<file path="src/rtl/gf180mcu_osu_sc_12t_aoi22_seq_pkg.sv">
// rtl/gf180mcu_osu_sc_12t_aoi22_seq_pkg.sv - shared types, sizes and expected-value function for the AOI22 sequencer
package gf180mcu_osu_sc_12t_aoi22_seq_pkg;

  typedef enum logic [1:0] {
    S_IDLE,
    S_SETTLE,
    S_SAMPLE,
    S_DONE
  } state_t;

  localparam int VEC_W   = 4;
  localparam int NUM_VEC = 16;

  // vec = {A0,A1,B0,B1}
  function automatic logic aoi22_expect(input logic [VEC_W-1:0] vec);
    return ~((vec[3] & vec[2]) | (vec[1] & vec[0]));
  endfunction

endpackage

</file>
<file path="src/rtl/gf180mcu_osu_sc_12t_aoi22_vecgen.sv">
// rtl/gf180mcu_osu_sc_12t_aoi22_vecgen.sv - step counter and registered vector mapping (GF180MCU_OSU_SC_AOI22_SEQ_GRAY_EN selects Gray order)
module gf180mcu_osu_sc_12t_aoi22_vecgen
  import gf180mcu_osu_sc_12t_aoi22_seq_pkg::*;
(
  input  logic             clk,
  input  logic             rst,
  input  logic             clear,
  input  logic             advance,
  output logic [VEC_W-1:0] vec,
  output logic             last
);

  logic [VEC_W-1:0] step;
  logic [VEC_W-1:0] step_nxt;

  function automatic logic [VEC_W-1:0] seq_map(input logic [VEC_W-1:0] n);
`ifdef GF180MCU_OSU_SC_AOI22_SEQ_GRAY_EN
    return n ^ (n >> 1);
`else
    return n;
`endif
  endfunction

  assign step_nxt = step + 1'b1;
  assign last     = (step == VEC_W'(NUM_VEC - 1));

  // vec is registered from the next step so the cell inputs never glitch through the mapping
  always_ff @(posedge clk) begin
    if (rst) begin
      step <= '0;
      vec  <= '0;
    end else if (clear) begin
      step <= '0;
      vec  <= seq_map({VEC_W{1'b0}});
    end else if (advance) begin
      step <= step_nxt;
      vec  <= seq_map(step_nxt);
    end
  end

endmodule

</file>
<file path="src/rtl/gf180mcu_osu_sc_12t_aoi22_seq.sv">
// rtl/gf180mcu_osu_sc_12t_aoi22_seq.sv - AOI22 cell stimulus sequencer top (GF180MCU_OSU_SC_AOI22_SEQ_GRAY_EN selects Gray vector order)
module gf180mcu_osu_sc_12t_aoi22_seq
  import gf180mcu_osu_sc_12t_aoi22_seq_pkg::*;
#(
  parameter int SETTLE_CYCLES = 2
) (
  input  logic       CLK,
  input  logic       RST,
  input  logic       START,
  input  logic       Y,
  output logic       A0,
  output logic       A1,
  output logic       B0,
  output logic       B1,
  output logic       BUSY,
  output logic       DONE,
  output logic       FAIL,
  output logic [4:0] ERR_CNT,
  output logic [3:0] FIRST_FAIL_VEC
);

  localparam logic [3:0] SETTLE_LAST = (SETTLE_CYCLES == 0) ? 4'd0 : 4'(SETTLE_CYCLES - 1);
  localparam state_t     VEC_ENTRY   = (SETTLE_CYCLES == 0) ? S_SAMPLE : S_SETTLE;

  state_t           state;
  state_t           state_nxt;
  logic [3:0]       settle_cnt;
  logic [VEC_W-1:0] vec;
  logic             vec_last;
  logic             vec_clear;
  logic             vec_advance;
  logic             run_start;
  logic             sample_en;
  logic             mismatch;

  gf180mcu_osu_sc_12t_aoi22_vecgen u_vecgen (
    .clk     (CLK),
    .rst     (RST),
    .clear   (vec_clear),
    .advance (vec_advance),
    .vec     (vec),
    .last    (vec_last)
  );

  always_ff @(posedge CLK) begin
    if (RST) state <= S_IDLE;
    else     state <= state_nxt;
  end

  always_comb begin
    state_nxt   = state;
    vec_clear   = 1'b0;
    vec_advance = 1'b0;
    run_start   = 1'b0;
    sample_en   = 1'b0;
    case (state)
      S_IDLE, S_DONE: begin
        if (START) begin
          run_start = 1'b1;
          vec_clear = 1'b1;
          state_nxt = VEC_ENTRY;
        end
      end
      S_SETTLE: begin
        if (settle_cnt == SETTLE_LAST) state_nxt = S_SAMPLE;
      end
      S_SAMPLE: begin
        sample_en = 1'b1;
        if (vec_last) begin
          state_nxt = S_DONE;
        end else begin
          vec_advance = 1'b1;
          state_nxt   = VEC_ENTRY;
        end
      end
      default: state_nxt = S_IDLE;
    endcase
  end

  // Counter restarts from zero on every entry into SETTLE
  always_ff @(posedge CLK) begin
    if (RST || state != S_SETTLE) settle_cnt <= '0;
    else                          settle_cnt <= settle_cnt + 1'b1;
  end

  assign mismatch = (Y != aoi22_expect(vec));

  always_ff @(posedge CLK) begin
    if (RST || run_start) begin
      ERR_CNT        <= '0;
      FIRST_FAIL_VEC <= '0;
    end else if (sample_en && mismatch) begin
      ERR_CNT <= ERR_CNT + 1'b1;
      if (ERR_CNT == 5'd0) FIRST_FAIL_VEC <= vec;
    end
  end

  assign {A0, A1, B0, B1} = vec;
  assign BUSY = (state == S_SETTLE) || (state == S_SAMPLE);
  assign DONE = (state == S_DONE);
  assign FAIL = |ERR_CNT;

endmodule

</file>
<file path="config.mk">
export PLATFORM = sky130hd
export DESIGN_NAME = gf180mcu_osu_sc_12t_aoi22_seq
export DESIGN_NICKNAME = d
export VERILOG_FILES = /design/src/rtl/gf180mcu_osu_sc_12t_aoi22_seq_pkg.sv /design/src/rtl/gf180mcu_osu_sc_12t_aoi22_vecgen.sv /design/src/rtl/gf180mcu_osu_sc_12t_aoi22_seq.sv
export SDC_FILE = /design/constraint.sdc
export NUM_CORES = 1
export LEC_CHECK = 0
export BUFFER_PORTS_ARGS = -buffer_cell sky130_fd_sc_hd__buf_2
export CORE_UTILIZATION = 55
export CTS_BUF_LIST = sky130_fd_sc_hd__clkbuf_8 sky130_fd_sc_hd__clkbuf_16
export CTS_CLUSTER_SIZE = 14
export DETAILED_ROUTE_END_ITERATION = 10
export PLACE_DENSITY_LB_ADDON = 0.1
export SYNTH_ARGS = -nofsm -noshare
export SYNTH_HDL_FRONTEND = slang
export SYNTH_SLANG_ARGS = --single-unit
</file>
<file path="constraint.sdc">
create_clock -name CLK -period 3.7 [get_ports CLK]
set_input_delay 0.74 -clock CLK [delete_from_list [all_inputs] [get_ports CLK]]
set_output_delay 0.74 -clock CLK [all_outputs]
set_load 0.005 [all_outputs]
</file>
* After elaboration in Yosys (flattened, before gate mapping)
Index checks and enable logic that the tools add are counted.
** Word-level totals
- Flip-flop bits (word level) :: 19
- Input port bits :: 4
** Cells by class
- Add/subtract/negate cells :: 3
- Eq/ne operators :: 9
- Muxes and demuxes :: 9
- Bitwise logic cells :: 4
- Reduce and logical (&&, ||, !) cells :: 11
** Operator list (number)
- 4-bit by 1-bit adder with 4-bit output, second input constant :: 2
- 2-bit two-way mux :: 3
- 2-bit one-hot mux with 3 select lines :: 1
- 5-bit by 1-bit adder with 5-bit output, second input constant :: 1
- 5-bit zero test :: 1
- 1-bit two-way mux :: 5
- 5-bit OR reduction :: 1
- 2-bit == test, second input constant :: 2
- 4-bit by 1-bit == test with 1-bit output, second input constant :: 1
- 4-bit == test, second input constant :: 1
- 2-bit inequality test, second input constant :: 2
- 2-bit AND reduction :: 2
- 2-bit OR reduction :: 2
- 1-bit logical OR :: 3
- 1-bit bitwise AND :: 2
- 2-bit by 1-bit == test with 1-bit output, second input constant :: 1
- 2-bit zero test :: 1
- 2-bit by 1-bit inequality test with 1-bit output, second input constant :: 1
- 1-bit logical AND :: 1
- 1-bit inequality test :: 1
- 1-bit NOT :: 1
- 1-bit bitwise OR :: 1

* Depth between registers and ports, before layout
Gate-level depths: netlist of run 1.
- Depth in word-level cells :: 6
- Depth in mapped cells :: 7
- Gate-level depth less buffers :: 6

* Hierarchy
A second synthesis of run 1 with hierarchy kept.
** Second synthesis, totals
- Cells, all modules :: 106
- Area, all modules :: 964.7 µm²
** By module, submodules not included
- gf180mcu_osu_sc_12t_aoi22_seq :: times used 1, cells an instance 88, area each 780.7 µm²
- gf180mcu_osu_sc_12t_aoi22_vecgen :: times used 1, cells an instance 18, area each 183.9 µm²

* Least setup slack after synthesis of run 1
OpenSTA, ideal clock, no wires.
- Path type :: register to output
- From :: register ERR_CNT[0]
- To :: output FAIL
- Data arrival time :: 0.987 ns
- Slack :: 1.973 ns
- Cell stages (with the launch flop) :: 5
- Path buffers :: 0
- Path through :: dfxtp_1 > inv_1 > ha_1 > nor4b_2 > inv_1
** On the way
- Cells in the longest elaborated chain, start to end :: 1
** Ends and longest elaborated chain
- start, declared :: RTL line gf180mcu_osu_sc_12t_aoi22_seq.sv:18 : output logic [4:0] ERR_CNT,
- start signal, assigned :: RTL line gf180mcu_osu_sc_12t_aoi22_seq.sv:93 : ERR_CNT <= ERR_CNT + 1'b1;
- 5-bit OR reduction :: RTL line gf180mcu_osu_sc_12t_aoi22_seq.sv:101 : assign FAIL = |ERR_CNT;
- end, declared :: RTL line gf180mcu_osu_sc_12t_aoi22_seq.sv:17 : output logic FAIL,
Every way passes these cells.

* Worst setup path in the final report of run 1
Ends and elaborated chain as after synthesis.

==> summary.txt, run 1 <==
Status
  – Status: finished, final reports clean

Clocking
  – H-tree level count: 1
  – Number of buffers created by CTS: 3
  – CTS Hold Bufs: 0
  – Worst-Skew Late Latency: 0.24 ns
  – CTS tree: built
  – CTS sink count: 19
  – Post-CTS resize count: 0
  – CTS max path bufs: 2
  – Root Driver: clkbuf_8
  – Clock slew at reported path FFs: 0.06 ns
  – Post CTS Setup Buffer Count: 0

Timing
  – Final worst slack: 1.46 ns
  – Hold Violations, Final: 0
  – Period utilization: 0.606
  – Max_slew headroom: 0.514
  – Sum Neg Setup Slack: 0 ns
  – RSZ-0062 raised after global routing: no
  – Final setup fails: 0
  – Worst Skew: 0.00122 ns
  – Final Max Slew Viols: 0
  – Min Hold Slack: 0.473 ns
  – Worst Tran Pin Value: 0.708 ns
  – Max frequency: 446 MHz
  – Final min period: 2.24 ns

Yosys
  – Syn_nets: 116
  – Cells after synthesis: 104
  – Number of synthesis warnings: 0
  – Ys flop type: dfxtp_1
  – Top cells by area, synth: dfxtp_1, ha_1, nand3_1
  – Yosys top cell by area: dfxtp_1
  – Avg Cell Area, Syn: 8.96 um^2
  – Seq/Total Area, Yosys: 0.408
  – EDFF count, synth: 0
  – Netlist area before placement: 932 um^2
  – Register bit total from synthesis: 19
  – Top cell type's share of synthesized area: 0.408
  – Yosys cell types: 28
  – Fraction of registers with async set/reset: 0

GRT
  – Vias in the first global route: 652
  – Total GRT Usage: 0.189
  – Global-route wire length before repair: 2690 um
  – Pin count of the biggest net entering global routing: 14
  – GRT overflow: 0
  – Initial antenna violation count: 0

Die
  – Chip Width: 43.2 um
  – Num rows: 14
  – Core ar.: 0.00154 mm^2
  – # IOs: 20
  – Die area: 0.00186 mm^2
  – Starting Density: 0.605
  – Die Y: 43.2 um

Power
  – Clock network fraction of total power: 0.336
  – Peak supply drop: 0.000256 V
  – PwrDens: 371 mW/mm^2
  – Switch Pwr: 92.1 uW
  – Cell Int Power: 304 uW
  – Logic pwr share: 0.121
  – P_leak: 0.479 nW
  – Sw Ratio: 0.233
  – Sequential Power Share: 0.543

Final layout
  – ANT cells: 0
  – Final nets: 138
  – # fillers: 130
  – Layout cells sized above 1: 0.240
  – Fin area: 0.00107 mm^2
  – Most frequent cells in the layout: dfxtp_1, buf_2, nand3_1
  – Final std cells w/o fill: 141
  – Area grow syn2layout: 14.5%

Min path
  – Worst Hold Class: flop to flop
  – Worst hold start: settle_cnt[0]

Detailed routing
  – Final ANT Viol Nets: 0
  – Avg WL per Cell: 10.7 um
  – TritonRoute pass-1 iters: 4
  – DRC: 0
  – Initial DRC count: 8
  – WL final: 1500 um
  – Via count: 764
  – Vias/cell: 5.42

Placed design
  – Port buffer count: 19
  – Routability cong.: 0.751
  – Placed Cells incl. Taps: 137
  – Post-DP HPWL: 1130 um
  – Pre-CTS setup slack: 1.72 ns
  – Post-placement cell area: 0.00102 mm^2

Setup path
  – Crit end category: primary output
  – CP Max Fanout: 5
  – Kind of critical path: flop to primary output
  – Startpoint of the worst-slack reg-to-reg timing path: state[0]
  – Worst EP required: 2.96 ns
  – CP startpoint: ERR_CNT[0]
  – Critical Path AT: 1.50 ns
  – CP startpoint kind: flop

Job
  – Number of max-cap violations: 0
registers in the layout, summed over array words and instances, names as in the netlist:
signal / count
ERR_CNT: 5
u_vecgen.step: 4
state: 2
settle_cnt: 4
FIRST_FAIL_VEC: 4
Yosys cell counts, drive strengths merged (2+ instances only):
| cell | number |
|---|---|
| dfxtp | 19 |
| a21oi | 11 |
| nand3 | 11 |
| nor2 | 10 |
| inv | 9 |
| ha | 8 |
| o21ai | 8 |
| nand2 | 4 |
| xor2 | 4 |
| or3 | 3 |
| xnor2 | 2 |
kinds of logic after synthesis:
family | after synthesis | share of synthesized area
muxes | 2 | 0.0228
AOI/OAI and AO/OA | 24 | 0.149
and+or+nand+nor | 34 | 0.193
adders and majority gates | 8 | 0.107
DFF | 19 | 0.408
buffers and inverters | 11 | 0.0631
xor gates and xnor gates | 6 | 0.0564
metal layers:
layer	up-vias	track usage	wire (um)
li1	397	-	-
met1	346	0.240	670
met2	19	0.310	749
met3	2	0.0383	72
met4	0	0.0727	9
met5	-	0	0
critical path, cell delays in order, from the launching register on:
cell	delay, ns
dfxtp_1	0.36
inv_1	0.07
ha_1	0.13
nor4b_2	0.38
inv_1	0.16
buf_2	0.16
worst paths after layout:
| kind | endpoint | slack [ns] | cells after the start |
|---|---|---|---|
| worst min register to register | settle_cnt[0] | 0.47 | 1 |
| worst max register to register | ERR_CNT[4] | 1.78 | 6 |
| worst max-delay path | FAIL | 1.46 | 5 |
| worst min-delay path | settle_cnt[0] | 0.47 | 1 |
through the flow:
stage | utilization | power [mW]
finish | 0.692 | 0.396
global route | 0.692 | 0.421
CTS | 0.692 | 0.402
detailed placement | 0.663 | 0.268
global placement | 0.663 | 0.266
floorplan | - | 0.258
power groups by stage:
stage	clock network [mW]	logic [mW]	registers [mW]
after global routing	0.151	0.0554	0.215
after detailed placement	0	0.0479	0.220
after CTS	0.139	0.0485	0.215
after global placement	0	0.0469	0.219
final	0.133	0.0478	0.215
after floorplan	0	0.0392	0.219
area by class of cell:
type                    instances  area, um^2  area share
multi-input cells              74         493       0.462
repair buffers                 19        95.1      0.0891
well taps                      16        20.0      0.0188
clock inverters                 1        3.75     0.00352
clock buffers                   3        41.3      0.0387
inverters                       9        33.8      0.0317
flip-flops and latches         19         380       0.356
No activity file was read; power rests on OpenSTA's default activity.
==> run 2: changes to the inputs <==
--- a/config.mk
+++ b/config.mk
@@ -5,8 +5,9 @@
 export SDC_FILE = /design/constraint.sdc
 export NUM_CORES = 1
 export LEC_CHECK = 0
+export ABC_AREA = 1
 export BUFFER_PORTS_ARGS = -buffer_cell sky130_fd_sc_hd__buf_2
-export CORE_UTILIZATION = 55
+export CORE_UTILIZATION = 53
 export CTS_BUF_LIST = sky130_fd_sc_hd__clkbuf_8 sky130_fd_sc_hd__clkbuf_16
 export CTS_CLUSTER_SIZE = 14
 export DETAILED_ROUTE_END_ITERATION = 10
==> constraint.sdc (replaced) <==
create_clock -name CLK -period 2.2 [get_ports CLK]
set_input_delay 0.44 -clock CLK [delete_from_list [all_inputs] [get_ports CLK]]
set_output_delay 0.44 -clock CLK [all_outputs]
set_load 0.005 [all_outputs]
==> run 2 against run 1 <==
  * Via count rose by 13%
  * Die area grew 13%
  * Cell count is 26% higher
  * Clock-buffer cell count unchanged
  * First-iteration DRC count rose by 50%
  * Largest cell class unchanged
  * Setup slack worse by 0.94 ns
  * Synthesized cell count is 24% higher
  * Non-clock buffer count unchanged
  * Critical path type unchanged
  * Final area grew 12%
  * Highest routed layer unchanged
==> summary.txt, run 2 <==
Final layout
  – # fillers: 163
  – Area grow syn2layout: 17.0%
  – ANT cells: 0
  – Largest reg by FF count: ERR_CNT
  – Most common cell after layout, fill and taps aside: nand2_1
  – Fin area: 0.00119 mm^2
  – Final nets: 165
  – Layout cells sized above 1: 0.224
  – Most frequent cells in the layout: nand2_1, dfxtp_1, inv_1, buf_2, nor2_1
  – Final std cells w/o fill: 177
  – Largest register FFs: 5

Placed design
  – Routability cong.: 0.756
  – Port buffer count: 19
  – Post-placement cell area: 0.00114 mm^2
  – Placed Cells incl. Taps: 173
  – Post-DP HPWL: 1410 um

Setup path
  – CP startpoint kind: flop
  – Critical Path AT: 1.24 ns
  – Slowest-stage cell, CP: dfxtp_1
  – CP peak stage delay: 0.38 ns
  – Buf+Inv Stages, Crit Path: 3
  – Top delay family on crit path: flip-flops
  – Crit end category: primary output
  – Worst EP required: 1.76 ns
  – Critical R2R Capture: u_vecgen.step[3]
  – Kind of critical path: flop to primary output
  – Reg2Reg Depth: 5
  – Cell chain of the critical path: inv_1 -> ha_1 -> inv_1 -> buf_2
  – Critical path's most frequent cell: inv_1
  – Register-to-register setup slack: 0.69 ns
  – Startpoint of the worst-slack reg-to-reg timing path: state[0]
  – CP Max Fanout: 4

Power
  – P_leak: 0.510 nW
  – PwrDens: 593 mW/mm^2
  – Peak supply drop: 0.000389 V

Detailed routing
  – WL final: 1710 um
  – Avg WL per Cell: 9.68 um
  – Via count: 862
  – Final ANT Viol Nets: 0
  – Vias/cell: 4.87
  – TritonRoute pass-1 iters: 4
  – DRC: 0
  – Initial DRC count: 12

Yosys
  – Top cells by area, synth: dfxtp_1, ha_1, nand2_1
  – Avg Cell Area, Syn: 7.90 um^2
  – Ys flop type: dfxtp_1
  – Syn_nets: 141
  – Cell with the most instances after synthesis: nand2_1
  – EDFF count, synth: 0
  – Fraction of registers with async set/reset: 0
  – Yosys top cell by area: dfxtp_1
  – Yosys cell types: 21
  – Top cell type's share of synthesized area: 0.373
  – Netlist area before placement: 0.00102 mm^2
  – Synth top cells by count: nand2_1, dfxtp_1, inv_1, nor2_1, nand3_1
  – Cells after synthesis: 129
  – Seq/Total Area, Yosys: 0.373
  – Register bit total from synthesis: 19
  – Number of synthesis warnings: 0

GRT
  – Met2 Track Usage GR: 0.311
  – Met3 usage in global routing: 0.0516
  – Global-route wire length before repair: 2900 um
  – Most Crowded Layer GR: met2
  – Pin count of the biggest net entering global routing: 12
  – Initial antenna violation count: 0
  – M1 GR Usage: 0.240
  – Vias in the first global route: 721
  – GRT overflow: 0
  – Total GRT Usage: 0.190

Die
  – Starting Density: 0.577
  – Num rows: 15
  – Die area: 0.00210 mm^2
  – Core ar.: 0.00176 mm^2
  – # IOs: 20
  – Die Y: 45.8 um
  – Chip Width: 45.8 um

Clocking
  – Root Driver: clkbuf_8
  – CTS Hold Bufs: 0
  – Number of buffers created by CTS: 3
  – Clock slew at reported path FFs: 0.07 ns
  – CTS tree: built
  – CTS sink count: 19
  – H-tree level count: 1
  – Post CTS Setup Buffer Count: 0
  – CTS max path bufs: 2
  – Worst-Skew Late Latency: 0.26 ns
  – Post-CTS resize count: 0

Min path
  – Hold Path End: state[1]
  – Worst hold start: RST
  – Worst Hold Class: input pin to flop
  – Hold Crit Depth: 2

Timing
  – Sum Neg Setup Slack: 0 ns
  – Worst Skew: 0.00298 ns
  – Final Max Slew Viols: 0
  – Worst Tran Pin Value: 0.431 ns
  – Final setup fails: 0
  – Hold Violations, Final: 0
  – Final min period: 1.68 ns
  – Max_slew headroom: 0.713
  – RSZ-0062 raised after global routing: no
  – Period utilization: 0.764
  – Max frequency: 595 MHz

Status
  – Status: finished, final reports clean

Job
  – Number of max-cap violations: 0
[run 2: area by class of cell]
cell class                 count  area [um^2]  area share
inverter                      20         75.1      0.0630
clock inverter                 1         5.00     0.00420
tap                           25         31.3      0.0263
timing repair buffer          19         95.1      0.0798
clock buffer                   3         41.3      0.0347
multi-input combinational     90          563       0.473
sequential                    19          380       0.319
[run 2: logic make-up after synthesis]
group | Yosys count | share of synthesized area
simple gates | 58 | 0.303
buf+inv | 20 | 0.0737
compound gates | 19 | 0.108
flops | 19 | 0.373
fa+ha+maj | 8 | 0.0983
xor+xnor | 5 | 0.0430
[run 2: stage by stage]
stage	setup slack, ns	total power [mW]	util	hold WS [ns]
floorplan	0.922	0.445	-	0.433
global placement	0.780	0.471	0.649	0.446
detailed placement	0.698	0.475	0.649	0.461
CTS	0.504	0.716	0.675	0.397
global route	0.437	0.747	0.675	0.399
finish	0.518	0.706	0.675	0.398
[run 2: layer usage]
layer,vias up,part of all wire
met5,-,0
met4,0,0.0047
met3,2,0.048
met2,19,0.49
met1,382,0.46
li1,459,-
[run 2: how the worst max path moves through the flow]
stage                         from  slack [ns]          endpoint  cells past startpoint
final                     state[0]        0.52              BUSY                      4
after global routing      state[0]        0.44              BUSY                      4
after CTS                 state[0]        0.50              BUSY                      4
after detailed placement  state[0]        0.70  u_vecgen.step[3]                      5
after global placement    state[0]        0.78  u_vecgen.step[3]                      5
after floorplan           state[0]        0.92        ERR_CNT[2]                      5
[run 2: report_power, final]
group | total, mW | internal [mW] | switching, mW
combinational | 0.101 | 0.0390 | 0.0618
sequential | 0.365 | 0.355 | 0.0101
clock | 0.241 | 0.126 | 0.115
total | 0.706 | 0.520 | 0.187
[run 2: worst reg2reg max path, stage by stage, from the launching register on]
cell     delay, ns
dfxtp_1       0.38
inv_1         0.06
ha_1          0.32
a21oi_2       0.39
inv_1         0.16
a21oi_1       0.14
